--- src/rtl/cpu_defs.sv ---
// Shared CPU front-end types: virtual addresses and the fetch-queue entry
// handed from the fetch unit to decode.
package cpu_defs;

    typedef logic [31:0] virt_t;

    typedef struct packed {
        virt_t       pc;
        logic [31:0] inst;
        logic        adel;
    } fetch_entry_t;

    localparam virt_t RESET_PC_DEFAULT = 32'hbfc0_0000;

endpackage

--- src/rtl/cpu_ibus_if.sv ---
// CPU-side bus of the instruction cache: the fetch unit is master, the
// i$ is slave. flush_1/2/3 kill the corresponding i$ pipeline stages.
interface cpu_ibus_if;
    import cpu_defs::*;

    virt_t       addr;
    logic        read;
    logic        flush_1;
    logic        flush_2;
    logic        flush_3;
    logic        stall;
    logic        ready;
    logic [31:0] rddata;
    logic        rddata_vld;

    modport master (
        output addr, read, flush_1, flush_2, flush_3,
        input  stall, ready, rddata, rddata_vld
    );

    modport slave (
        input  addr, read, flush_1, flush_2, flush_3,
        output stall, ready, rddata, rddata_vld
    );

endinterface

--- src/rtl/sync_fifo.sv ---
// Small synchronous FIFO with registered storage, occupancy count and a clear
// that drops all entries; a push in the clearing cycle lands as the only entry.
module sync_fifo #(
    parameter type dtype = logic [31:0],
    parameter int  DEPTH = 4,
    localparam int CNT_W = $clog2(DEPTH + 1)
) (
    input  logic             clk,
    input  logic             rst,
    input  logic             clear,
    input  logic             push,
    input  dtype             push_data,
    input  logic             pop,
    output dtype             head,
    output logic [CNT_W-1:0] count,
    output logic             empty,
    output logic             full
);

    localparam int PTR_W = $clog2(DEPTH);

    dtype             mem_q [DEPTH];
    dtype             mem_d [DEPTH];
    logic [PTR_W-1:0] rd_ptr_q, rd_ptr_d;
    logic [PTR_W-1:0] wr_ptr_q, wr_ptr_d;
    logic [CNT_W-1:0] count_q, count_d;
    logic             do_push, do_pop;

    assign empty = (count_q == '0);
    assign full  = (count_q == CNT_W'(DEPTH));
    assign count = count_q;
    assign head  = mem_q[rd_ptr_q];

    // Pop frees a slot in the same cycle, so push into a full FIFO is legal alongside a pop.
    assign do_pop  = pop && !empty;
    assign do_push = push && (!full || do_pop);

    always_comb begin
        // NOTE: every always_comb output gets a default first so no path leaves it unassigned (no latch).
        mem_d    = mem_q;
        rd_ptr_d = rd_ptr_q;
        wr_ptr_d = wr_ptr_q;
        count_d  = count_q;
        if (clear) begin
            rd_ptr_d = '0;
            wr_ptr_d = push ? PTR_W'(1) : '0;
            count_d  = push ? CNT_W'(1) : '0;
            if (push) mem_d[0] = push_data;
        end else begin
            if (do_push) begin
                mem_d[wr_ptr_q] = push_data;
                wr_ptr_d        = wr_ptr_q + PTR_W'(1);
            end
            if (do_pop) rd_ptr_d = rd_ptr_q + PTR_W'(1);
            count_d = count_q + CNT_W'(do_push) - CNT_W'(do_pop);
        end
    end

    // NOTE: storage is reset as well so the head reads as all-zero out of reset; the array is small.
    always_ff @(posedge clk) begin
        if (rst) begin
            mem_q    <= '{default: '0};
            rd_ptr_q <= '0;
            wr_ptr_q <= '0;
            count_q  <= '0;
        end else begin
            // NOTE: state registers use non-blocking assignments so all flops update together at the edge.
            mem_q    <= mem_d;
            rd_ptr_q <= rd_ptr_d;
            wr_ptr_q <= wr_ptr_d;
            count_q  <= count_d;
        end
    end

endmodule

--- src/rtl/inst_fetch_unit.sv ---
// Instruction fetch front end: issues sequential PCs to the i$, pairs returned
// words with their PCs, queues them for decode and flushes everything on redirect.
module inst_fetch_unit
    import cpu_defs::*;
#(
    parameter int    QUEUE_DEPTH  = 8,
    parameter int    INFLIGHT_MAX = 4,
    parameter virt_t RESET_PC     = RESET_PC_DEFAULT
) (
    input  logic              clk,
    input  logic              rst,
    cpu_ibus_if.master        ibus,
    input  logic              redirect_valid,
    input  virt_t             redirect_pc,
    output logic              inst_valid,
    input  logic              inst_ready,
    output logic [31:0]       inst,
    output virt_t             inst_pc,
    output logic              inst_adel
);

    localparam int QCW = $clog2(QUEUE_DEPTH + 1);
    localparam int ICW = $clog2(INFLIGHT_MAX + 1);

    virt_t          fetch_pc_q, fetch_pc_d;
    logic           halted_q, halted_d;
    logic [ICW-1:0] inflight_q, inflight_d;

    logic           credit, read, accept, ret, misaligned;
    virt_t          pcf_head;
    logic [ICW-1:0] pcf_count;
    logic           pcf_empty, pcf_full;

    fetch_entry_t   q_push_data, q_head;
    logic [QCW-1:0] q_count;
    logic           q_push, q_pop, q_empty, q_full;

    // Credit counts requests already accepted, so a full queue can never be overrun by returns.
    assign credit = (32'(q_count) + 32'(inflight_q) < 32'(QUEUE_DEPTH)) &&
                    (32'(inflight_q) < 32'(INFLIGHT_MAX));
    assign read       = ibus.ready && credit && !halted_q && !redirect_valid;
    assign accept     = read && !ibus.stall;
    assign ret        = ibus.rddata_vld && !redirect_valid && !pcf_empty;
    assign misaligned = (redirect_pc[1:0] != 2'b00);

    assign ibus.addr    = fetch_pc_q;
    assign ibus.read    = read;
    assign ibus.flush_1 = redirect_valid;
    assign ibus.flush_2 = redirect_valid;
    assign ibus.flush_3 = redirect_valid;

    sync_fifo #(.dtype(virt_t), .DEPTH(INFLIGHT_MAX)) u_pc_fifo (
        .clk       (clk),
        .rst       (rst),
        .clear     (redirect_valid),
        .push      (accept),
        .push_data (fetch_pc_q),
        .pop       (ret),
        .head      (pcf_head),
        .count     (pcf_count),
        .empty     (pcf_empty),
        .full      (pcf_full)
    );

    always_comb begin
        q_push      = ret;
        q_push_data = '{pc: pcf_head, inst: ibus.rddata, adel: 1'b0};
        if (redirect_valid) begin
            // A misaligned target leaves a single error entry behind the clear.
            q_push      = misaligned;
            q_push_data = '{pc: redirect_pc, inst: '0, adel: 1'b1};
        end
    end

    assign q_pop = inst_valid && inst_ready && !redirect_valid;

    sync_fifo #(.dtype(fetch_entry_t), .DEPTH(QUEUE_DEPTH)) u_inst_queue (
        .clk       (clk),
        .rst       (rst),
        .clear     (redirect_valid),
        .push      (q_push),
        .push_data (q_push_data),
        .pop       (q_pop),
        .head      (q_head),
        .count     (q_count),
        .empty     (q_empty),
        .full      (q_full)
    );

    assign inst_valid = !q_empty;
    assign inst       = q_head.inst;
    assign inst_pc    = q_head.pc;
    assign inst_adel  = q_head.adel;

    always_comb begin
        fetch_pc_d = fetch_pc_q;
        halted_d   = halted_q;
        inflight_d = inflight_q;
        if (redirect_valid) begin
            fetch_pc_d = redirect_pc;
            halted_d   = misaligned;
            inflight_d = '0;
        end else begin
            if (accept) fetch_pc_d = fetch_pc_q + 32'd4;
            case ({accept, ret})
                2'b10:   inflight_d = inflight_q + ICW'(1);
                2'b01:   inflight_d = inflight_q - ICW'(1);
                default: inflight_d = inflight_q;
            endcase
        end
    end

    always_ff @(posedge clk) begin
        if (rst) begin
            fetch_pc_q <= RESET_PC;
            halted_q   <= 1'b0;
            inflight_q <= '0;
        end else begin
            fetch_pc_q <= fetch_pc_d;
            halted_q   <= halted_d;
            inflight_q <= inflight_d;
        end
    end

    always_ff @(posedge clk) begin
        if (!rst) begin
            assert (!(ibus.rddata_vld && !redirect_valid && pcf_empty))
                else $error("inst_fetch_unit: rddata_vld with no request outstanding, data dropped");
            assert (!(q_push && q_full && !q_pop && !redirect_valid))
                else $error("inst_fetch_unit: instruction queue overflow");
            assert (!(accept && pcf_full && !ret))
                else $error("inst_fetch_unit: pc fifo overflow");
            assert (inflight_q == pcf_count)
                else $error("inst_fetch_unit: inflight counter out of step with pc fifo");
        end
    end

endmodule

--- src/flat_wrapper.sv ---
// flat-port wrapper written by rule: the top's interface ports become plain ports
module inst_fetch_unit_flat import cpu_defs::*;
#(
    parameter int    QUEUE_DEPTH  = 8,
    parameter int    INFLIGHT_MAX = 4,
    parameter virt_t RESET_PC     = RESET_PC_DEFAULT
)
  (clk, rst, redirect_valid, redirect_pc, inst_valid, inst_ready, inst, inst_pc, inst_adel, ibus_addr, ibus_read, ibus_flush_1, ibus_flush_2, ibus_flush_3, ibus_stall, ibus_ready, ibus_rddata, ibus_rddata_vld);
  cpu_ibus_if ibus_i ();
  input  logic clk;
  input  logic rst;
  input  logic redirect_valid;
  input  virt_t redirect_pc;
  output logic inst_valid;
  input  logic inst_ready;
  output logic [31:0] inst;
  output virt_t inst_pc;
  output logic inst_adel;
  output wire logic [$bits(ibus_i.addr)-1:0] ibus_addr;
  output wire logic [$bits(ibus_i.read)-1:0] ibus_read;
  output wire logic [$bits(ibus_i.flush_1)-1:0] ibus_flush_1;
  output wire logic [$bits(ibus_i.flush_2)-1:0] ibus_flush_2;
  output wire logic [$bits(ibus_i.flush_3)-1:0] ibus_flush_3;
  input wire logic [$bits(ibus_i.stall)-1:0] ibus_stall;
  input wire logic [$bits(ibus_i.ready)-1:0] ibus_ready;
  input wire logic [$bits(ibus_i.rddata)-1:0] ibus_rddata;
  input wire logic [$bits(ibus_i.rddata_vld)-1:0] ibus_rddata_vld;
  assign ibus_addr = ibus_i.addr;
  assign ibus_read = ibus_i.read;
  assign ibus_flush_1 = ibus_i.flush_1;
  assign ibus_flush_2 = ibus_i.flush_2;
  assign ibus_flush_3 = ibus_i.flush_3;
  assign ibus_i.stall = ibus_stall;
  assign ibus_i.ready = ibus_ready;
  assign ibus_i.rddata = ibus_rddata;
  assign ibus_i.rddata_vld = ibus_rddata_vld;
  inst_fetch_unit #(.QUEUE_DEPTH(QUEUE_DEPTH), .INFLIGHT_MAX(INFLIGHT_MAX), .RESET_PC(RESET_PC)) u_core (.clk(clk), .rst(rst), .ibus(ibus_i), .redirect_valid(redirect_valid), .redirect_pc(redirect_pc), .inst_valid(inst_valid), .inst_ready(inst_ready), .inst(inst), .inst_pc(inst_pc), .inst_adel(inst_adel));
endmodule
--- config.mk ---
export PLATFORM = sky130hd
export DESIGN_NAME = inst_fetch_unit_flat
export DESIGN_NICKNAME = d
export VERILOG_FILES = /design/src/rtl/cpu_defs.sv /design/src/rtl/cpu_ibus_if.sv /design/src/rtl/sync_fifo.sv /design/src/rtl/inst_fetch_unit.sv /design/src/flat_wrapper.sv
export SDC_FILE = /design/constraint.sdc
export NUM_CORES = 2
export LEC_CHECK = 0
export CAP_MARGIN = 10
export CORE_AREA = 2 2 373 190
export DETAILED_ROUTE_END_ITERATION = 12
export DIE_AREA = 0 0 375 192
export SETUP_SLACK_MARGIN = 0.3
export SLEW_MARGIN = 20
export SYNTH_ARGS = -nofsm -noshare
export SYNTH_HDL_FRONTEND = slang
export SYNTH_SLANG_ARGS = --single-unit
--- constraint.sdc ---
create_clock -name clk -period 3.1 [get_ports clk]
set_clock_uncertainty 0.2 [all_clocks]
set_input_delay 0.31 -clock clk [delete_from_list [all_inputs] [get_ports clk]]
set_output_delay 0.31 -clock clk [all_outputs]
set_load 0.1 [all_outputs]
==> impl_metrics.env <==
export IMPL_cts_path_max_buffers=3
export IMPL_synth_edf_count=0
export IMPL_slowest_stage="mux4_2"
export IMPL_place_ws_ns=0.0980
export IMPL_grt_use_met2_pct=41.3
export IMPL_ys_warn_count=0
export IMPL_worst_slack_ns=0.179
export IMPL_fin_nets=3605
export IMPL_avgSynthCellArea_um2=8.94
export IMPL_grt_use_met3_pct=3.47
export IMPL_p_leak_nw=12.2
export IMPL_hold_viol_final=0
export IMPL_first_pass_iters=5
export IMPL_synth_cells=3433
export IMPL_drv_slew=0
export IMPL_critPathTopFamily="multiplexers"
export IMPL_dpl_cell_count=4290
export IMPL_async_flop_share_pct=0
export IMPL_fmax_mhz=342
export IMPL_port_buffer_count=172
export IMPL_cpPeakStageDelay_ns=0.51
export IMPL_max_cap_viol_count=0
export IMPL_wl_per_cell_um=21.0
export IMPL_critical_path_required_ns=2.59
export IMPL_worst_r2r_cell_count=9
export IMPL_rsz0062_at_grt="yes"
export IMPL_die_height_um=192
export IMPL_gr_usage_met1_pct=33.1
export IMPL_cp_common_cell="buf_12"
export IMPL_hp_start="rst"
export IMPL_post_layout_nonfiller_instances=4471
export IMPL_period_share_pct=94.2
export IMPL_worst_setup_path_end_kind="output pin"
export IMPL_finalSetupViolCount=0
export IMPL_critPathKind="reg -> out"
export IMPL_hold_path_class="in -> reg"
export IMPL_powerDensity_mw_per_mm2=526
export IMPL_initial_utilization_pct=44.8
export IMPL_synthFlopType="dfxtp_1"
export IMPL_grt_pass1_vias=24366
export IMPL_tns_ns=0
export IMPL_ff2ff_setup_slack_ns=0.37
export IMPL_grt_busiest_layer="met2"
export IMPL_finish_utilization_pct=54.6
export IMPL_multi_input_area_mm2=0.0150
export IMPL_reg2reg_from="u_core.u_inst_queue.count[2]"
export IMPL_status="finished clean"
export IMPL_grt_start_max_net_pins=121
export IMPL_crit_chain="buf_12, clkbuf_16, mux4_2, mux2_2, buf_12"
export IMPL_ant_nets=0
export IMPL_grt_pass1_wl_um=140000
export IMPL_syn_area_mm2=0.0307
export IMPL_vdd_drop_max_v=0.000278
export IMPL_wirelength_um=94100
export IMPL_min_path_cells=2
export IMPL_row_count=68
export IMPL_max_slew_margin_rel_pct=42.9
export IMPL_layout_drive_gt1_share_pct=19.6
export IMPL_core_area_mm2=0.0685
export IMPL_start_kind="flip-flop"
export IMPL_cts_tree="built"
export IMPL_cts_root_buf="clkbuf_16"
export IMPL_h_tree_depth=3
export IMPL_cts_sinks=701
export IMPL_whs_endpoint="u_core.ibus.addr[2]"
export IMPL_grt_usage_pct=24.7
export IMPL_vias_per_cell=5.69
export IMPL_r2r_end="u_core.u_inst_queue.mem_q[119]"
export IMPL_drc=0
export IMPL_syn_num_nets=3524
export IMPL_ff_latch_area_mm2=0.0141
export IMPL_drt_first_iter_violations=2500
export IMPL_grt_remaining_overflow=0
export IMPL_worst_path_buf_inv=3
export IMPL_ys_seq_area_share_pct=45.7
export IMPL_max_slew_worst_pin_slew_ns=0.856
export IMPL_numCtsBuffers=66
export IMPL_die_area_mm2=0.0720
export IMPL_routed_via_count=25448
export IMPL_clk_latency_ns=0.62
export IMPL_arrival_ns=2.41
export IMPL_pin_count=173
export IMPL_routabilityCongestion=0.810
export IMPL_die_w_um=375
export IMPL_clk_pin_slew_ns=0.06
export IMPL_ys_seq_elements=701
export IMPL_synthToLayoutAreaGrowth_pct=22.0
export IMPL_n_fill_cell=6029
export IMPL_finalCriticalPeriod_ns=2.92
export IMPL_ys_types=64
export IMPL_worst_path_max_fanout=10
export IMPL_antenna_found_initial=1
export IMPL_dp_hpwl_um=52000
metrics by stage:
stage | hold slack (ns) | cell area (um^2) | power (mW)
5_1_grt | 0.0445 | 37400 | 20.3
4_1_cts | 0.0146 | 36700 | 19.7
3_5_place_dp | 0.243 | 34000 | 11.3
2_1_floorplan | 0.233 | 30700 | 10.6
6_report | 0.0332 | 37400 | 19.7
3_3_place_gp | 0.238 | 34000 | 11.3
worst max-delay path by stage:
| stage | startpoint | to | slack [ns] | cells past startpoint |
|---|---|---|---|---|
| finish | u_core.u_inst_queue.rd_ptr_q[0] | inst[1] | 0.18 | 5 |
| global route | u_core.u_inst_queue.rd_ptr_q[1] | inst[27] | 0.13 | 6 |
| CTS | u_core.u_inst_queue.rd_ptr_q[0] | inst_pc[29] | 0.12 | 5 |
| detailed placement | inst_ready | u_core.u_inst_queue.mem_q[436] | 0.1 | 7 |
| global placement | inst_ready | u_core.u_inst_queue.count[2] | 0.13 | 11 |
| floorplan | u_core.u_inst_queue.count[1] | u_core.u_pc_fifo.count[2] | 0.29 | 13 |
flip-flops by register name (all words and copies together), names as in the netlist:
| register | cells |
|---|---|
| u_core.u_pc_fifo.rd_ptr_q | 2 |
| u_core.u_inst_queue.wr_ptr_q | 3 |
| u_core.ibus.addr | 32 |
| u_core.u_inst_queue.rd_ptr_q | 3 |
| u_core.u_pc_fifo.wr_ptr_q | 2 |
| u_core.inflight_q | 3 |
| u_core.u_inst_queue.mem_q | 520 |
| u_core.u_inst_queue.count | 4 |
| u_core.u_pc_fifo.mem_q | 128 |
| u_core.u_pc_fifo.count | 3 |
| u_core.halted_q | 1 |
logic make-up (layout without fill, tap and decap cells):
| kind of cell | count (synthesis) | after routing | synth area share (%) |
|---|---|---|---|
| AND/OR/NAND/NOR | 1313 | 1314 | 17.4 |
| AO/OA/AOI/OAI | 753 | 753 | 15.3 |
| flip-flops | 701 | 701 | 45.7 |
| buffers and inverters | 362 | 488 | 5.74 |
| multiplexers | 267 | 267 | 14.4 |
| adder cells (fa/ha/maj) | 20 | 20 | 0.889 |
| XOR/XNOR | 17 | 17 | 0.485 |
| other | 0 | 1 | 0 |
layout make-up:
class | count | area share (%)
Antenna cell | 1 | 0.00669
Clock buffer | 96 | 5.26
Clock inverter | 18 | 0.672
Inverter | 22 | 0.227
Multi-Input combinational cell | 2371 | 40.2
Sequential cell | 701 | 37.6
Tap cell | 910 | 3.04
Timing Repair Buffer | 352 | 13.0
layer usage:
metal	routed length (um)	share of wire [%]
met1	41700	44
met2	44200	47
met3	5740	6.1
met4	2380	2.5
met5	0	0
power breakdown:
| group | leakage, nW | total (mW) | internal, mW | switching, mW |
|---|---|---|---|---|
| sequential | 5.67 | 9.20 | 9.09 | 0.113 |
| clock | 1.10 | 8.49 | 4.91 | 3.58 |
| combinational | 5.38 | 1.97 | 0.675 | 1.30 |
cells in the final DEF, fill, tap and decap left out, types with 11 or more instances in the layout:
cell type,instances
a211oi_2,40
nand4_1,12
clkbuf_1,13
nand2_1,847
inv_1,20
buf_4,131
buf_16,13
mux4_2,131
xor2_1,11
dfxtp_1,681
dfxtp_2,16
mux2_2,66
ha_1,14
a211oi_1,164
mux2i_1,61
buf_12,112
nor2_1,279
a21oi_1,460
clkdlybuf4s50_1,68
clkbuf_16,84
nand3_1,54
nor3_1,19
nor2b_1,35
o21ai_0,14
o22ai_1,22
clkbuf_8,14
cells in the mapped netlist (2+ instances only):
cell / count / area share [%]
nand2_1: 850 / 10
dfxtp_1: 701 / 46
a21oi_1: 460 / 7.5
nor2_1: 280 / 3.4
clkbuf_1: 176 / 2.2
a211oi_1: 166 / 4.1
mux4_2: 131 / 9.6
buf_2: 80 / 1.3
mux2_2: 75 / 2.8
mux2i_1: 61 / 2.0
nand3_1: 56 / 0.91
buf_4: 52 / 1.3
a211oi_2: 38 / 1.6
nor2b_1: 35 / 0.71
o22ai_1: 22 / 0.45
inv_1: 20 / 0.24
nor3_1: 20 / 0.33
ha_1: 17 / 0.69
buf_1: 16 / 0.20
o21ai_0: 16 / 0.26
buf_6: 14 / 0.51
nand4_1: 12 / 0.24
xor2_1: 11 / 0.31
a31oi_1: 10 / 0.20
and3_1: 10 / 0.20
and2_1: 9 / 0.18
nor3b_1: 9 / 0.22
o221a_2: 9 / 0.33
or3_1: 8 / 0.16
o211ai_1: 7 / 0.17
xnor2_1: 6 / 0.17
a311oi_1: 5 / 0.14
o311ai_0: 4 / 0.11
or2_2: 4 / 0.082
fa_1: 3 / 0.20
nand2b_1: 3 / 0.061
o221ai_1: 3 / 0.086
a2111oi_4: 2 / 0.18
a21o_1: 2 / 0.049
a32oi_1: 2 / 0.057
clkbuf_2: 2 / 0.033
nor4_1: 2 / 0.041
or4_1: 2 / 0.049
or4b_2: 2 / 0.065
worst reg2reg max path, stage by stage, from the launching register on:
cell	delay (ns)
dfxtp_2	0.34
inv_1	0.07
ha_2	0.20
or3b_4	0.45
a2111oi_4	0.30
buf_4	0.23
and3_4	0.31
buf_4	0.18
clkbuf_16	0.23
a211oi_2	0.09
timing repair:
item                                    4_1_cts  5_1_grt
endpoints found under the setup margin       73      239
cloned                                        8       18
setup buffers                                22       17
resized for setup                            21       27
hold buffers                                  1        0
pin swaps                                     3        3
hold endpoints to repair                      3        0
(Power assumes the default switching activity.)
